### src/rtl/i2s_tx.sv
// I2S transmitter: 16-bit samples in 32-bit slots, BCLK = 64*Fs, one-deep
// holding buffer that repeats on underrun and keeps the newest sample on overrun.
module i2s_tx #(
    parameter int CLK_RATE    = 24576000,
    parameter int AUDIO_RATE  = 48000,
    parameter int SAMPLE_BITS = 16,
    parameter int SLOT_BITS   = 32
) (
    input  logic                   clk,
    input  logic                   reset,
    input  logic                   sample_ce,
    input  logic [SAMPLE_BITS-1:0] audio_l,
    input  logic [SAMPLE_BITS-1:0] audio_r,
    input  logic                   mute,
    output logic                   i2s_bclk,
    output logic                   i2s_lrclk,
    output logic                   i2s_sdata,
    output logic                   underrun,
    output logic                   overrun
);

    localparam int DIV   = CLK_RATE / (AUDIO_RATE * 2 * SLOT_BITS);
    localparam int FRAME = 2 * SLOT_BITS;
    localparam int CW    = $clog2(DIV);
    localparam int PW    = $clog2(FRAME);
    localparam int SW    = (SAMPLE_BITS > 1) ? $clog2(SAMPLE_BITS) : 1;

    if (DIV % 2 != 0 || DIV < 4) begin : g_bad_div
        $error("i2s_tx: derived DIV must be even and >= 4");
    end
    if (SLOT_BITS < SAMPLE_BITS) begin : g_bad_slot
        $error("i2s_tx: SLOT_BITS must be >= SAMPLE_BITS");
    end

    logic [CW-1:0]          cnt;
    logic [PW-1:0]          pos;
    logic [SAMPLE_BITS-1:0] hold_l, hold_r;
    logic [SAMPLE_BITS-1:0] last_l, last_r;
    logic [SAMPLE_BITS-1:0] shift_l, shift_r;
    logic                   pending;

    logic                   fall, load;
    logic [CW-1:0]          cnt_next;
    logic [PW-1:0]          pos_next;
    logic [SAMPLE_BITS-1:0] src_l, src_r;
    logic [SAMPLE_BITS-1:0] shift_l_next, shift_r_next;

    // Word select leads each slot's MSB by one bit period.
    function automatic logic lr_at(input logic [PW-1:0] p);
        int pi;
        pi = int'(p);
        return (pi >= SLOT_BITS - 1) && (pi <= 2 * SLOT_BITS - 2);
    endfunction

    function automatic logic bit_at(input logic [PW-1:0]          p,
                                    input logic [SAMPLE_BITS-1:0] sl,
                                    input logic [SAMPLE_BITS-1:0] sr);
        int            pi;
        logic [SW-1:0] k;
        logic          b;
        pi = int'(p);
        b  = 1'b0;
        if (pi < SAMPLE_BITS) begin
            k = SW'(SAMPLE_BITS - 1 - pi);
            b = sl[k];
        end else if (pi >= SLOT_BITS && pi < SLOT_BITS + SAMPLE_BITS) begin
            k = SW'(SAMPLE_BITS - 1 - (pi - SLOT_BITS));
            b = sr[k];
        end
        return b;
    endfunction

    always_comb begin
        // NOTE: every always_comb output gets a default first so no path can infer a latch.
        fall         = (cnt == CW'(DIV - 1));
        load         = fall && (pos == PW'(FRAME - 1));
        cnt_next     = fall ? '0 : cnt + CW'(1);
        pos_next     = (pos == PW'(FRAME - 1)) ? '0 : pos + PW'(1);
        src_l        = last_l;
        src_r        = last_r;
        if (sample_ce) begin
            src_l = audio_l;
            src_r = audio_r;
        end else if (pending) begin
            src_l = hold_l;
            src_r = hold_r;
        end
        shift_l_next = shift_l;
        shift_r_next = shift_r;
        if (load) begin
            shift_l_next = mute ? '0 : src_l;
            shift_r_next = mute ? '0 : src_r;
        end
    end

    // NOTE: sequential state uses non-blocking assignments so every register sees pre-edge values.
    always_ff @(posedge clk) begin
        if (reset) begin
            cnt       <= '0;
            pos       <= '0;
            hold_l    <= '0;
            hold_r    <= '0;
            last_l    <= '0;
            last_r    <= '0;
            shift_l   <= '0;
            shift_r   <= '0;
            pending   <= 1'b0;
            i2s_bclk  <= 1'b0;
            i2s_lrclk <= 1'b0;
            i2s_sdata <= 1'b0;
            underrun  <= 1'b0;
            overrun   <= 1'b0;
        end else begin
            cnt      <= cnt_next;
            i2s_bclk <= (cnt_next >= CW'(DIV / 2));
            underrun <= load && !pending && !sample_ce;
            overrun  <= sample_ce && pending && !load;

            // A strobe coinciding with the load bypasses the holding register.
            if (load) begin
                shift_l <= shift_l_next;
                shift_r <= shift_r_next;
                last_l  <= src_l;
                last_r  <= src_r;
                pending <= 1'b0;
            end else if (sample_ce) begin
                hold_l  <= audio_l;
                hold_r  <= audio_r;
                pending <= 1'b1;
            end

            if (fall) begin
                pos       <= pos_next;
                i2s_lrclk <= lr_at(pos_next);
                i2s_sdata <= bit_at(pos_next, shift_l_next, shift_r_next);
            end
        end
    end

endmodule

### config.mk
export PLATFORM = sky130hd
export DESIGN_NAME = i2s_tx
export DESIGN_NICKNAME = d
export VERILOG_FILES = /design/src/rtl/i2s_tx.sv
export SDC_FILE = /design/constraint.sdc
export NUM_CORES = 1
export LEC_CHECK = 0
export ABC_AREA = 0
export CAP_MARGIN = 20
export CORE_MARGIN = 2
export CORE_UTILIZATION = 35
export CTS_CLUSTER_DIAMETER = 200
export CTS_CLUSTER_SIZE = 30
export DETAILED_ROUTE_END_ITERATION = 10
export GPL_ROUTABILITY_DRIVEN = 1
export PLACE_DENSITY = 0.64
export SYNTH_ARGS = -nofsm -noshare
export SYNTH_HDL_FRONTEND = slang
export SYNTH_SLANG_ARGS = --single-unit
### constraint.sdc
create_clock -name clk -period 7.16 [get_ports clk]
set_input_delay 1.79 -clock clk [delete_from_list [all_inputs] [get_ports clk]]
set_output_delay 1.79 -clock clk [all_outputs]
set_load 0.01 [all_outputs]
---- Word level (Yosys, flattened, before mapping) ----
Cells that the tools add are included.
cells by class
  $add $sub $neg .......................... 5
  magnitude comparators ................... 8
  equality and inequality tests ........... 2
  multiplexer cells ....................... 16
  bitwise gates (word level) .............. 1
  reduce and logical (&&, ||, !) cells .... 12
operator list
  kind                                                                    number
  16-bit two-way mux                                                      8
  4-bit by 5-bit < comparator with 1-bit output (second input constant)   2
  1-bit binary-select mux with 4-bit select                               2
  1-bit logical AND                                                       7
  6-bit by 1-bit adder with 6-bit output (second input constant)          1
  6-bit equality test (second input constant)                             1
  6-bit by 5-bit >= comparator with 1-bit output (second input constant)  1
  6-bit >= comparator (second input constant)                             1
  6-bit less-or-equal comparator (second input constant)                  1
  6-bit by 5-bit < comparator with 1-bit output (second input constant)   1
  6-bit < comparator (second input constant)                              1
  6-bit two-way mux                                                       1
  1-bit two-way mux                                                       4
  1-bit by 4-bit subtractor with 4-bit output (first input constant)      1
  4-bit by 1-bit subtractor with 4-bit output (second input constant)     1
  4-bit subtractor (first input constant)                                 1
  3-bit by 1-bit adder with 3-bit output (second input constant)          1
  3-bit equality test (second input constant)                             1
  3-bit >= comparator (second input constant)                             1
  1-bit logical NOT                                                       3
  3-bit two-way mux                                                       1
  2-bit AND reduction                                                     1
  2-bit OR reduction                                                      1
  1-bit inverter                                                          1
storage, ports and cells
  bits in registers ....................... 111
  input port bits ......................... 36
  output and inout port bits .............. 5
  logic and storage cells ................. 58

---- Logic depth before layout (Yosys ltp) ----
Gate-level depths: netlist of run 1.
  depth in word-level cells ............... 8
  mapped depth ............................ 11
  depth with buffers taken out ............ 9

---- Worst setup path after synthesis of run 1 ----
No wires, ideal clock.
  path type ............................... input -> register
  start ................................... in sample_ce
  end ..................................... reg i2s_sdata
  library setup time ...................... 0.121 ns
  data arrival time ....................... 2.968 ns
  data required time ...................... 7.039 ns
  slack ................................... 4.071 ns
  stages on the path ...................... 7
  buffers on the path ..................... 1
  cells stage by stage .................... clkbuf_1 -> o21ai_0 -> a22oi_1 -> o221ai_1 -> a211o_1 -> o311ai_1 -> o21ai_1
on the way
  longest elaborated chain between the ends .. 7
ends and longest elaborated chain
  what                                       line  source
  start, declared                            11    input logic sample_ce,
  16-bit two-way mux                         81    if (sample_ce) begin
  16-bit two-way mux                         92    shift_r_next = mute ? '0 : src_r;
  16-bit two-way mux                         90    if (load) begin
  1-bit binary-select mux with 4-bit select  68    b = sr[k];
  1-bit two-way mux (not written as such)    68
  1-bit two-way mux                          66    end else if (pi >= SLOT_BITS && pi < SLOT_BITS + SAMPLE_BITS) begin
  1-bit two-way mux (*)                      63    if (pi < SAMPLE_BITS) begin
  end signal, assigned                       135   i2s_sdata <= bit_at(pos_next, shift_l_next, shift_r_next);
  end, declared                              17    output logic i2s_sdata,
Every way passes the cells marked *; elsewhere a longest branch is shown, timed or not. The select of a mux whose other input is x is not followed.
A chain may end at the register's enable or synchronous reset.

---- Final worst setup path of run 1 ----
  start ................................... in mute
  end ..................................... reg i2s_sdata
on the way
  longest elaborated chain between the ends .. 6
ends and longest elaborated chain
  what                                       line  source
  start, declared                            14    input logic mute,
  16-bit two-way mux                         92
  16-bit two-way mux                         90
  1-bit binary-select mux with 4-bit select  68
  1-bit two-way mux (not written as such)    68
  1-bit two-way mux                          66
  1-bit two-way mux (*)                      63
Marks and branches as above.

==> flow_metrics.py, run 1 <==
metrics = {
    "power": {
        "ir_worst_vdd_v": 0.000127,
        "p_per_area_nw_per_um2": 207,
        "p_leak_nw": 2.01,
    },
    "floorplanning": {
        "die_w_um": 124,
        "die_height_um": 124,
        "num_rows": 43,
        "fp.dieArea_um2": 15300,
        "initial_core_util_pct": 36.0,
        "design.core.area_um2": 13900,
        "io_pins": 41,
    },
    "route": {
        "drtIter0Drc": 382,
        "drt_wl_total_mm": 11.8,
        "post_drt_wl_per_cell_um": 14.3,
        "viasPerCell": 5.14,
        "final_antenna_net_count": 0,
        "num_vias": 4248,
        "first_pass_iters": 4,
        "drc_errors": 0,
    },
    "clock_tree": {
        "clock-sinks": 110,
        "worstSkewPairLatency_ns": 0.35,
        "hold_buffers": 0,
        "cts_buffers": 9,
        "htreeDepth": 3,
        "path_clk_slew_ns": 0.07,
        "max-clock-path-buffers": 2,
        "cts_setup_buffers": 0,
        "cts-root-buf": "clkbuf_16",
        "post_cts_resized": 0,
        "cts_tree": "done",
    },
    "critical_path": {
        "path_delay_family": "compound AO/OA/AOI/OAI gates",
        "critPathLaunch": "mute",
        "setup.reg_to_reg.worst_slack_ns": 3.92,
        "reg2reg_depth": 10,
        "slowest_delay_ns": 0.47,
        "cp.required_ns": 7.44,
        "r2r-end": "i2s_sdata",
        "worst-path-buf-inv": 2,
        "crit_arrival_ns": 3.70,
        "worst-path-max-fanout": 33,
        "r2r_start": "cnt[0]",
        "crit_path_start_kind": "input port",
        "cp_cell_sequence": "clkdlybuf4s50_1 -> nor3_4 -> buf_4 -> a22oi_1 -> o311ai_0 -> a211o_1 -> o311ai_1 -> o21ai_1",
        "end_kind": "flip-flop",
        "crit_path_end": "i2s_sdata",
        "path_class": "in2reg",
        "cp.depth": 8,
        "cp_slowest_cell": "clkdlybuf4s50_1",
    },
    "layout": {
        "final_nets": 681,
        "layout-drive-gt1-share_pct": 6.50,
        "area_growth_pct": 15.5,
        "n_antenna_cell": 0,
        "final_cell_mix": "174 x nand2_1, 109 x dfxtp_1, 78 x a21oi_1",
        "final_core_util_pct": 41.6,
        "layout_commonest_cell": "nand2_1",
    },
    "global_routing": {
        "antenna_found_initial": 0,
        "track_usage_pct": 15.8,
        "grt_max_degree": 111,
        "grt_overflow": 0,
        "first_global_vias": 3924,
        "grt_pass1_wl_mm": 19.2,
    },
    "sta": {
        "slew_headroom_pct": 48.7,
        "worst_pin_slew_ns": 0.769,
        "slew_violations": 0,
        "hold_viol": 0,
        "finalSetupTns_ns": 0,
        "grt_setup_unrepaired": "no",
        "skew_ns": 0.00564,
        "fmax_ghz": 0.293,
        "finalSetupViolCount": 0,
        "fin_crit_sh_pct": 47.7,
        "period_needed_ns": 3.41,
    },
    "synth": {
        "synthArstFlopShare_pct": 0,
        "ys.flop_type": "dfxtp_1",
        "post_synth.cell_area_avg_um2": 7.94,
        "syn_inst": 632,
        "synth_nets": 672,
        "synth_edf_count": 0,
        "synth.ff_latch_count": 110,
        "yosysUniqueCellTypes": 54,
        "netlist_area_um2": 5020,
        "yosysSeqAreaShare_pct": 43.9,
        "synth_warnings": 0,
    },
    "placement": {
        "numPortBuffers": 40,
        "detailed_place_hpwl_mm": 7.64,
        "gp_congestion": 0.873,
    },
    "job": {
        "drv_cap": 0,
    },
    "outcome": {
        "status": "completed",
    },
    "hold_path": {
        "hold_class": "reg2reg",
    },
}
-- synth_stat cells, types with 2 or more instances --
cell,n,share of area [%]
xor2_1,3,0.52
o311ai_1,2,0.35
nor3_1,7,0.70
ha_1,4,1.0
inv_1,2,0.15
dfxtp_1,110,44
mux2_1,3,0.67
a21oi_1,78,7.8
nand2b_1,2,0.25
nor2b_1,4,0.50
nand3_1,7,0.70
o21ai_0,36,3.6
a31oi_1,3,0.37
buf_6,3,0.67
nand2_1,174,13
a22oi_1,26,3.9
o31ai_1,2,0.30
mux2_2,4,0.90
buf_1,5,0.37
clkbuf_1,30,2.2
nor2_1,41,3.1
and2_1,4,0.50
mux2i_1,35,7.0
o211ai_1,2,0.30
a211oi_1,6,0.90
buf_2,11,1.1
-- flip-flops by register name, indices dropped and copies added, names as in the netlist --
register	flops
hold_l	16
hold_r	16
last_l	16
last_r	16
shift_l	16
shift_r	16
pos	6
cnt	2
i2s_bclk	1
i2s_lrclk	1
i2s_sdata	1
overrun	1
pending	1
underrun	1
-- how the worst min path moves through the flow --
stage / startpoint / endpoint / slack [ns] / cells past startpoint
floorplan: cnt[0] / cnt[0] / 0.40 / 1
global route: hold_l[4] / hold_l[4] / 0.47 / 2
detailed placement: cnt[0] / cnt[0] / 0.43 / 1
finish: cnt[0] / cnt[0] / 0.43 / 1
CTS: cnt[0] / cnt[0] / 0.44 / 1
global placement: cnt[0] / cnt[0] / 0.41 / 1
-- cell families after synthesis --
| logic type | Yosys count | synth area share (%) |
|---|---|---|
| AO/OA/AOI/OAI | 169 | 20.2 |
| flip-flops | 110 | 43.9 |
| multiplexers | 42 | 8.55 |
| XOR/XNOR | 4 | 0.847 |
| AND/OR/NAND/NOR | 250 | 20.8 |
| adder cells (fa/ha/maj) | 4 | 0.997 |
| buffers and inverters | 53 | 4.76 |
-- final cells by class --
| class | instances | area, um2 |
|---|---|---|
| well taps | 180 | 225 |
| multi-input cells | 469 | 2580 |
| inverters | 3 | 11.3 |
| flip-flops and latches | 110 | 2200 |
| fillers | 1362 | 8140 |
| clock buffers | 10 | 239 |
| clock inverters | 6 | 45.0 |
| repair buffers | 48 | 493 |
-- power breakdown --
part,switching (mW),internal [mW],leakage (nW)
clock,0.228,0.247,0.131
combinational,0.0520,0.0413,0.991
sequential,0.00870,0.624,0.893
-- per-layer routing --
| layer | track usage, % | routed length, um | part of all wire, % |
|---|---|---|---|
| met5 | 0 | 0 | 0 |
| met3 | 2.93 | 351 | 3.0 |
| met2 | 25.1 | 5530 | 47 |
| met4 | 4.83 | 110 | 0.93 |
| met1 | 21.6 | 5780 | 49 |
-- through the flow --
step,cell area [um2],setup slack (ns),instances,power (mW),hold slack [ns]
final,5800,3.75,826,1.20,0.434
after global routing,5800,3.58,826,1.25,0.470
after CTS,5770,3.70,825,1.21,0.436
after detailed placement,5490,3.38,809,0.739,0.426
after global placement,5460,3.37,808,0.734,0.415
after floorplan,5020,4.07,632,0.698,0.404
No activity file was read; power rests on OpenSTA's default activity.
==> inputs of run 2 (changes only) <==
==> constraint.sdc (replaced) <==
create_clock -name clk -period 3.2 [get_ports clk]
set_input_delay 0.8 -clock clk [delete_from_list [all_inputs] [get_ports clk]]
set_output_delay 0.8 -clock clk [all_outputs]
set_load 0.01 [all_outputs]
==> run 2 against run 1 <==
  * Clock power grew to 2.6 times the previous value
  * Global-route usage rose by 1.0 points
  * Sequential share of layout area decreased by 0.68 points
  * Via count increased by 2.8%
  * Total power increased by 140%
  * First-iteration DRC count is 6.5% lower
  * Largest cell class unchanged
==> flow_metrics.py, run 2 (synthesis gave the netlist of run 1 again) <==
metrics = {
    "outcome": {
        "status": "completed",
    },
    "hold_path": {
        "worst_hold_path.num_cells": 1,
        "hold_class": "reg2reg",
        "hold_path_end": "cnt[0]",
        "min_from": "cnt[0]",
    },
    "clock_tree": {
        "path_clk_slew_ns": 0.07,
        "cts_buffers": 9,
        "post_cts_resized": 0,
        "max-clock-path-buffers": 2,
        "cts_tree": "done",
        "worstSkewPairLatency_ns": 0.36,
        "hold_buffers": 0,
        "clock-sinks": 110,
        "cts-root-buf": "clkbuf_16",
        "cts_setup_buffers": 0,
        "htreeDepth": 3,
    },
    "sta": {
        "grt_setup_unrepaired": "no",
        "hold_viol": 0,
        "skew_ns": 0.00893,
        "worst_pin_slew_ns": 0.701,
        "period_needed_ns": 2.71,
        "slew_headroom_pct": 53.2,
        "finalSetupTns_ns": 0,
        "fmax_ghz": 0.369,
        "finalSetupViolCount": 0,
        "fin_crit_sh_pct": 84.6,
        "holdWs_ns": 0.437,
        "slew_violations": 0,
    },
    "critical_path": {
        "timing.critical_path.mode_cell": "o311ai_1",
        "r2r-end": "i2s_sdata",
        "r2r_start": "pos[0]",
        "reg2reg_depth": 8,
        "cp_slowest_cell": "dfxtp_1",
        "path_class": "reg2reg",
        "cp.required_ns": 3.45,
        "path_delay_family": "compound AO/OA/AOI/OAI gates",
        "worst-path-max-fanout": 9,
        "end_kind": "flip-flop",
        "crit_path_start_kind": "flip-flop",
        "setup.reg_to_reg.worst_slack_ns": 0.49,
        "cp_cell_sequence": "ha_1 -> nand3_2 -> o21ai_4 -> mux2_1 -> a2111oi_0 -> o311ai_1 -> o311ai_1 -> o21ai_1",
        "slowest_delay_ns": 0.45,
        "worst-path-buf-inv": 0,
        "crit_arrival_ns": 2.96,
    },
    "global_routing": {
        "grt_pass1_wl_mm": 20.3,
        "first_global_vias": 4192,
        "grt_overflow": 0,
        "track_usage_pct": 16.8,
        "antenna_found_initial": 0,
        "grt_max_degree": 63,
    },
    "route": {
        "drtIter0Drc": 357,
        "final_antenna_net_count": 0,
        "viasPerCell": 5.22,
        "num_vias": 4368,
        "first_pass_iters": 5,
        "drt_wl_total_mm": 12.2,
        "drc_errors": 0,
        "post_drt_wl_per_cell_um": 14.6,
    },
    "floorplanning": {
        "fp.dieArea_um2": 15300,
        "io_pins": 41,
        "initial_core_util_pct": 36.0,
        "die_w_um": 124,
        "design.core.area_um2": 13900,
        "die_height_um": 124,
        "num_rows": 43,
    },
    "layout": {
        "register_area_um2": 2200,
        "layout_commonest_cell": "nand2_1",
        "multiInputGateArea_um2": 2580,
        "final_nets": 692,
        "nFillCells": 1407,
        "layout-drive-gt1-share_pct": 7.91,
        "n_antenna_cell": 0,
        "area_growth_pct": 17.6,
        "final_cell_mix": "174 x nand2_1, 109 x dfxtp_1, 78 x a21oi_1",
    },
    "power": {
        "p_leak_nw": 2.09,
        "p_per_area_nw_per_um2": 487,
        "ir_worst_vdd_v": 0.000268,
    },
    "placement": {
        "detailed_place_hpwl_mm": 8.34,
        "gp_congestion": 0.805,
        "numPortBuffers": 40,
    },
    "job": {
        "drv_cap": 0,
    },
}
## run 2: area by class of cell
cell class	instances	share of cell area [%]
inverters	3	0.191
multi-input cells	469	43.7
clock buffers	12	4.34
repair buffers	59	9.28
clock inverters	4	1.31
flip-flops and latches	110	37.3
well taps	180	3.81
## run 2: power breakdown
part	switching, mW	internal (mW)
sequential	0.0186	1.40
clock	0.513	0.734
combinational	0.120	0.0932
total	0.651	2.22
## run 2: stage by stage
stage / utilization (%) / power (mW) / std cells / area (um2) / setup WS [ns]
final: 42.4 / 2.87 / 837 / 5900 / 0.492
after global routing: 42.4 / 2.97 / 837 / 5900 / 0.226
after CTS: 42.4 / 2.90 / 837 / 5900 / 0.489
after detailed placement: 40.0 / 1.66 / 821 / 5570 / 0.495
after global placement: 40.0 / 1.65 / 821 / 5570 / 0.505
after floorplan: - / 1.56 / 632 / 5020 / 0.910
## run 2: worst max path at each step
| stage | start | end | slack, ns | cells after the start |
|---|---|---|---|---|
| after floorplan | pos[0] | i2s_sdata | 0.91 | 9 |
| after global placement | mute | i2s_sdata | 0.51 | 8 |
| after detailed placement | mute | i2s_sdata | 0.49 | 8 |
| after CTS | pos[0] | i2s_sdata | 0.49 | 8 |
| after global routing | pos[0] | i2s_sdata | 0.23 | 8 |
| final | pos[0] | i2s_sdata | 0.49 | 8 |
## run 2: metal layers
layer	global-route usage (%)	part of all wire, %	vias to the layer above
met3	3.57	4.1	16
li1	-	-	2199
met2	28.2	48	86
met4	5.75	1.7	0
met5	0	0	-
met1	21.4	47	2067
